### src/rtl/reflect_pkg.sv
// Shared types and constants for the x-reflects-y stimulus generator and its checker bench.
package reflect_pkg;

  typedef enum logic [1:0] {
    ST_IDLE = 2'd0,
    ST_HOLD = 2'd1,
    ST_RUN  = 2'd2,
    ST_DONE = 2'd3
  } state_e;

  localparam int unsigned LFSR_W = 8;

  // Right-shifting Fibonacci taps for x^8+x^6+x^5+x^4+1, output taken from bit 0
  localparam logic [LFSR_W-1:0] LFSR_TAPS    = 8'h1D;
  localparam logic [LFSR_W-1:0] DEFAULT_SEED = 8'hA5;

  function automatic logic [LFSR_W-1:0] lfsr_next(input logic [LFSR_W-1:0] s);
    return {^(s & LFSR_TAPS), s[LFSR_W-1:1]};
  endfunction

endpackage

### src/rtl/reflect_lfsr8.sv
// 8-bit Fibonacci LFSR with synchronous reload and step enable.
module reflect_lfsr8
  import reflect_pkg::*;
#(
  parameter logic [LFSR_W-1:0] RST_VAL = DEFAULT_SEED
) (
  input  logic              clk,
  input  logic              rst,
  input  logic              load,
  input  logic [LFSR_W-1:0] seed,
  input  logic              step,
  output logic [LFSR_W-1:0] q
);

  always_ff @(posedge clk or posedge rst) begin
    if (rst) begin
      q <= RST_VAL;
    end else if (load) begin
      q <= seed;
    end else if (step) begin
      q <= lfsr_next(q);
    end
  end

endmodule

### src/rtl/reflect_stim_gen.sv
// Stimulus source for the x-reflects-y checker: LFSR-driven x, mirrored y with scheduled faults.
module reflect_stim_gen
  import reflect_pkg::*;
#(
  parameter int unsigned       NUM_CYCLES   = 64,
  parameter int unsigned       HOLD_CYCLES  = 2,
  parameter int unsigned       FAULT_PERIOD = 16,
  parameter logic [LFSR_W-1:0] LFSR_SEED    = DEFAULT_SEED
) (
  input  logic       clk,
  input  logic       rst,
  input  logic       start,
  input  logic       fault_en,
  output logic       x,
  output logic       y,
  output logic       chk_en,
  output logic       busy,
  output logic       done,
  output logic [7:0] fault_cnt
);

  localparam int unsigned CNT_W  = 16;
  localparam int unsigned PH_W   = 16;
  localparam int unsigned FCNT_W = 8;

  localparam logic [CNT_W-1:0] HOLD_LOAD = CNT_W'(HOLD_CYCLES - 1);
  localparam logic [CNT_W-1:0] RUN_LOAD  = CNT_W'(NUM_CYCLES - 1);
  localparam bit               FAULT_ON  = (FAULT_PERIOD != 0);
  localparam logic [PH_W-1:0]  PH_LOAD   = FAULT_ON ? PH_W'(FAULT_PERIOD - 1) : '0;

  state_e              state_q, state_d;
  logic [CNT_W-1:0]    cnt_q, cnt_d;
  logic [PH_W-1:0]     ph_q, ph_d;
  logic [FCNT_W-1:0]   fcnt_q, fcnt_d;
  logic                x_q, x_d, y_q, y_d;
  logic                chk_q, chk_d, busy_q, busy_d, done_q, done_d;
  logic [LFSR_W-1:0]   lfsr_q;
  logic                lfsr_load, lfsr_step;
  logic                emit, fault;
  logic [PH_W-1:0]     ph_cur;

  reflect_lfsr8 #(
    .RST_VAL (LFSR_SEED)
  ) u_lfsr (
    .clk  (clk),
    .rst  (rst),
    .load (lfsr_load),
    .seed (LFSR_SEED),
    .step (lfsr_step),
    .q    (lfsr_q)
  );

  always_ff @(posedge clk or posedge rst) begin
    if (rst) begin
      state_q <= ST_IDLE;
      cnt_q   <= '0;
      ph_q    <= '0;
      fcnt_q  <= '0;
      x_q     <= 1'b0;
      y_q     <= 1'b0;
      chk_q   <= 1'b0;
      busy_q  <= 1'b0;
      done_q  <= 1'b0;
    end else begin
      state_q <= state_d;
      cnt_q   <= cnt_d;
      ph_q    <= ph_d;
      fcnt_q  <= fcnt_d;
      x_q     <= x_d;
      y_q     <= y_d;
      chk_q   <= chk_d;
      busy_q  <= busy_d;
      done_q  <= done_d;
    end
  end

  // Outputs are computed for the cycle being entered, so x/y/chk_en register on the same edge
  always_comb begin
    state_d   = state_q;
    cnt_d     = cnt_q;
    ph_d      = ph_q;
    fcnt_d    = fcnt_q;
    lfsr_load = 1'b0;
    lfsr_step = 1'b0;
    emit      = 1'b0;
    fault     = 1'b0;
    ph_cur    = ph_q;
    x_d       = 1'b0;
    y_d       = 1'b0;
    chk_d     = 1'b0;
    busy_d    = 1'b0;
    done_d    = 1'b0;

    case (state_q)
      ST_IDLE: begin
        if (start) begin
          state_d   = ST_HOLD;
          cnt_d     = HOLD_LOAD;
          lfsr_load = 1'b1;
          fcnt_d    = '0;
        end
      end
      ST_HOLD: begin
        if (cnt_q == '0) begin
          state_d = ST_RUN;
          cnt_d   = RUN_LOAD;
          ph_cur  = PH_LOAD;
          emit    = 1'b1;
        end else begin
          cnt_d = cnt_q - CNT_W'(1);
        end
      end
      ST_RUN: begin
        if (cnt_q == '0) begin
          state_d = ST_DONE;
        end else begin
          cnt_d = cnt_q - CNT_W'(1);
          emit  = 1'b1;
        end
      end
      ST_DONE: begin
        state_d = ST_IDLE;
      end
      default: begin
        state_d = ST_IDLE;
      end
    endcase

    // Phase counter reaches zero on every FAULT_PERIOD-th run index, then reloads
    if (emit) begin
      fault     = FAULT_ON && (ph_cur == '0) && fault_en;
      ph_d      = (ph_cur == '0) ? PH_LOAD : ph_cur - PH_W'(1);
      lfsr_step = 1'b1;
      x_d       = lfsr_q[0];
      y_d       = lfsr_q[0] ^ fault;
      chk_d     = 1'b1;
      if (fault && (fcnt_q != '1)) begin
        fcnt_d = fcnt_q + FCNT_W'(1);
      end
    end

    busy_d = (state_d == ST_HOLD) || (state_d == ST_RUN);
    done_d = (state_d == ST_DONE);
  end

  assign x         = x_q;
  assign y         = y_q;
  assign chk_en    = chk_q;
  assign busy      = busy_q;
  assign done      = done_q;
  assign fault_cnt = fcnt_q;

endmodule

### config.mk
export PLATFORM = sky130hd
export DESIGN_NAME = reflect_stim_gen
export DESIGN_NICKNAME = d
export VERILOG_FILES = /design/src/rtl/reflect_pkg.sv /design/src/rtl/reflect_lfsr8.sv /design/src/rtl/reflect_stim_gen.sv
export SDC_FILE = /design/constraint.sdc
export NUM_CORES = 1
export LEC_CHECK = 0
export CAP_MARGIN = 20
export CORE_MARGIN = 2
export CORE_UTILIZATION = 37
export CTS_CLUSTER_DIAMETER = 30
export CTS_CLUSTER_SIZE = 12
export DETAILED_ROUTE_END_ITERATION = 12
export GPL_TIMING_DRIVEN = 1
export SLEW_MARGIN = 20
export SYNTH_ARGS = -nofsm -noshare
export SYNTH_HDL_FRONTEND = slang
export SYNTH_SLANG_ARGS = --single-unit
### constraint.sdc
create_clock -name clk -period 5.8 [get_ports clk]
set_clock_uncertainty 0.1 [all_clocks]
set_input_delay 0.87 -clock clk [delete_from_list [all_inputs] [get_ports clk]]
set_output_delay 0.87 -clock clk [all_outputs]
set_load 0.02 [all_outputs]
==> metrics.txt <==
status finished clean; Rel. slew slack 51.9%; sequential cell area fraction in the yosys report 46.5%; PwrDens roughly 510 nW/um2; CTS tree built; DR pass1 iterations 4; root buf cell clkbuf_8; final hold violation count 0; # hold bufs at CTS 0; syn avg cell area roughly 10 um2; Hold Path Class flip-flop to flip-flop; net switching share of the total power between 40% and 50%; top_reg_cell synth dfrtp_1; Nets 328; Post-CTS Resized 0; Max Clk Rate between 300 and 400 MHz; residual DRC count 0; top cell type's share of synthesized area 43.0%; GR peak layer met2; final setup violation count 0; leading cell type in the layout, fill and taps excluded dfrtp_1; Max VDD drop about 240 uV; ratio of cells with drive above 1 in the final layout 8.54%; crit-path max FO 9; first-pass GRT wire length about 11 mm; IO Count 17; I/O Buffers 16; placed cells just over 400; P_sw slightly above 0.0007 W; largest net degree at the start of global routing 56; CTS sink cnt 55; met3 usage 3.06%; crit end category flip-flop; Initial Util about two fifths; Die H a little over 90 um; Synth cell types 54; Period minus WS final approximately 3000 ps; Reg2Reg Setup Slack ~3000 ps; die width just over 90 um; fin crit share 50.5%; DRT Wirelength approximately 5.9 mm; drt wl/cell between 10 and 15 um; post-detailed-route count of antenna-violating nets 0; unrepaired setup endpoints after global routing false; Startpoint Class input pin; clock-pin slew on the worst setup and hold paths 100 ps; row count 32; Post-Layout Cell Count 418; met2 GRT Util roughly 23%; antenna violations before repair 0; Int Pwr approximately 0.001 W; post-DP HPWL between 4 and 5 mm; CTS Buf Count 5; H-tree depth 2; vias in the first global route about 2200; max capacitance violation total 0; Worst EP arrival 3040 ps; Yosys top cell by area dfrtp_1; top cells by area, synth dfrtp_1 43%, ha_1 3.8%, dfstp_2 3.5%; Post-synth ARST share 100%; worst skew pair latency between 300 and 400 ps; Hold EP u_lfsr.q[5]$_DFFE_PP1P_; final-report max-slew violation count 0; CP Data Required Time slightly below 6000 ps; Post-synth EDFFs 0; Lkg Pwr about 1.5 nW; met1 Usage GRT 21.3%; Slew @ Worst Pin 712 ps; Post-CTS Setup Inserts 0; post-place setup slack ~2500 ps; Die Footprint slightly below 9000 um2; critical path class input pin to flip-flop; Antenna Cells 0; final core occ 43.1%; post-route setup slack between 2000 and 3000 ps; sequential share of power a little over a third; worst hold start u_lfsr.q[6]$_DFFE_PP0P_; Syn Inst Count 298; #FFs+latches synth 55; total gr overflow 0; Critical R2R Launch cnt_q[5]$_DFFE_PP0P_; vias per std cell roughly 5.4; commonest non-fill, non-tap cells in the layout 51 x dfrtp_1, 25 x nor2_1, 23 x nand2_1; placer congestion estimate between 0.7 and 0.8; gr usage total ~15%; clock power share 15.3%; core area between 7000 and 8000 um2; clock buffer depth 2; syn_nets approximately 310; setup tns final 0 ps; number of warnings issued by yosys 0; reg-to-reg endpoint u_lfsr.q[6]$_DFFE_PP0P_; Hold Crit Depth 2; mapped cell area 2970 um2; Combinational Power Share 49.4%; r2r worst-path depth 5; Synth-to-Final Area Change 12.8%; vias 2250; violation count after the first detailed-route iteration about 140
[layer usage]
| layer | vias up | share of wire, % |
|---|---|---|
| li1 | 1121 | - |
| met1 | 1093 | 50 |
| met2 | 32 | 47 |
| met3 | 4 | 3.0 |
| met4 | 0 | 0.79 |
| met5 | - | 0 |
[per-stage QoR]
| stage | area [um2] | total power, W | hold WS [ps] |
|---|---|---|---|
| after floorplan | 2970 | 0.00126 | 362 |
| after global routing | 3350 | 0.00184 | 436 |
| after CTS | 3350 | 0.00172 | 415 |
| final | 3350 | 0.00170 | 413 |
| after detailed placement | 3240 | 0.00145 | 391 |
| after global placement | 3240 | 0.00144 | 380 |
[critical path, cell delays in order]
cell,delay [ps]
clkdlybuf4s50_1,640
nor2b_1,110
nor4b_1,650
or4b_4,550
xor2_1,170
nor2_2,40
[power groups by stage]
stage | sequential [W] | combinational, W | clock, W
3_3_place_gp | 0.000603 | 0.000832 | 0
2_1_floorplan | 0.000598 | 0.000666 | 0
4_1_cts | 0.000599 | 0.000849 | 0.000268
3_5_place_dp | 0.000604 | 0.000844 | 0
5_1_grt | 0.000617 | 0.000943 | 0.000278
6_report | 0.000600 | 0.000840 | 0.000259
[cells in the mapped netlist, types with 5 or more instances]
| library cell | count |
|---|---|
| o21ai_1 | 8 |
| o21ai_0 | 8 |
| xnor2_1 | 10 |
| a21oi_1 | 17 |
| a21o_1 | 6 |
| xor2_1 | 5 |
| ha_1 | 9 |
| inv_1 | 9 |
| nor3_1 | 8 |
| nand3_1 | 10 |
| nor2_1 | 25 |
| dfrtp_1 | 51 |
| nand2_1 | 23 |
| nor4_1 | 5 |
| nand2b_1 | 7 |
| o21a_1 | 6 |
| mux2i_1 | 10 |
| or3_1 | 12 |
[final cells by class]
cell class	instances	area, um2
clock buffer	5	68.8
tap	102	128
timing repair buffer	17	168
sequential	55	1380
fill	755	4420
multi-input combinational	226	1520
clock inverter	3	43.8
inverter	10	37.5
[kinds of logic after synthesis]
logic type | after synthesis | synth area share [%]
AND/OR/NAND/NOR | 123 | 24.2
AO/OA/AOI/OAI | 68 | 14.7
flip-flops | 55 | 46.5
buffers and inverters | 17 | 2.23
XOR/XNOR | 15 | 4.42
multiplexers | 11 | 4.13
adder cells (fa/ha/maj) | 9 | 3.79
[state kept, by name (all words and copies together), names as in the netlist]
name       flops
cnt_q         16
ph_q          16
fault_cnt      8
u_lfsr.q       8
state_q        2
busy           1
chk_en         1
done           1
x              1
y              1
[worst max path at each step]
stage                from               endpoint  slack [ps]  cells past startpoint
global placement    start  cnt_q[13]$_DFFE_PP0P_        2540                      6
detailed placement  start  cnt_q[13]$_DFFE_PP0P_        2540                      6
floorplan           start  cnt_q[13]$_DFFE_PP0P_        3220                      6
CTS                 start  cnt_q[13]$_DFFE_PP0P_        2880                      6
finish              start  cnt_q[13]$_DFFE_PP0P_        2870                      6
global route        start  cnt_q[13]$_DFFE_PP0P_        2610                      6
(Power assumes the default switching activity.)
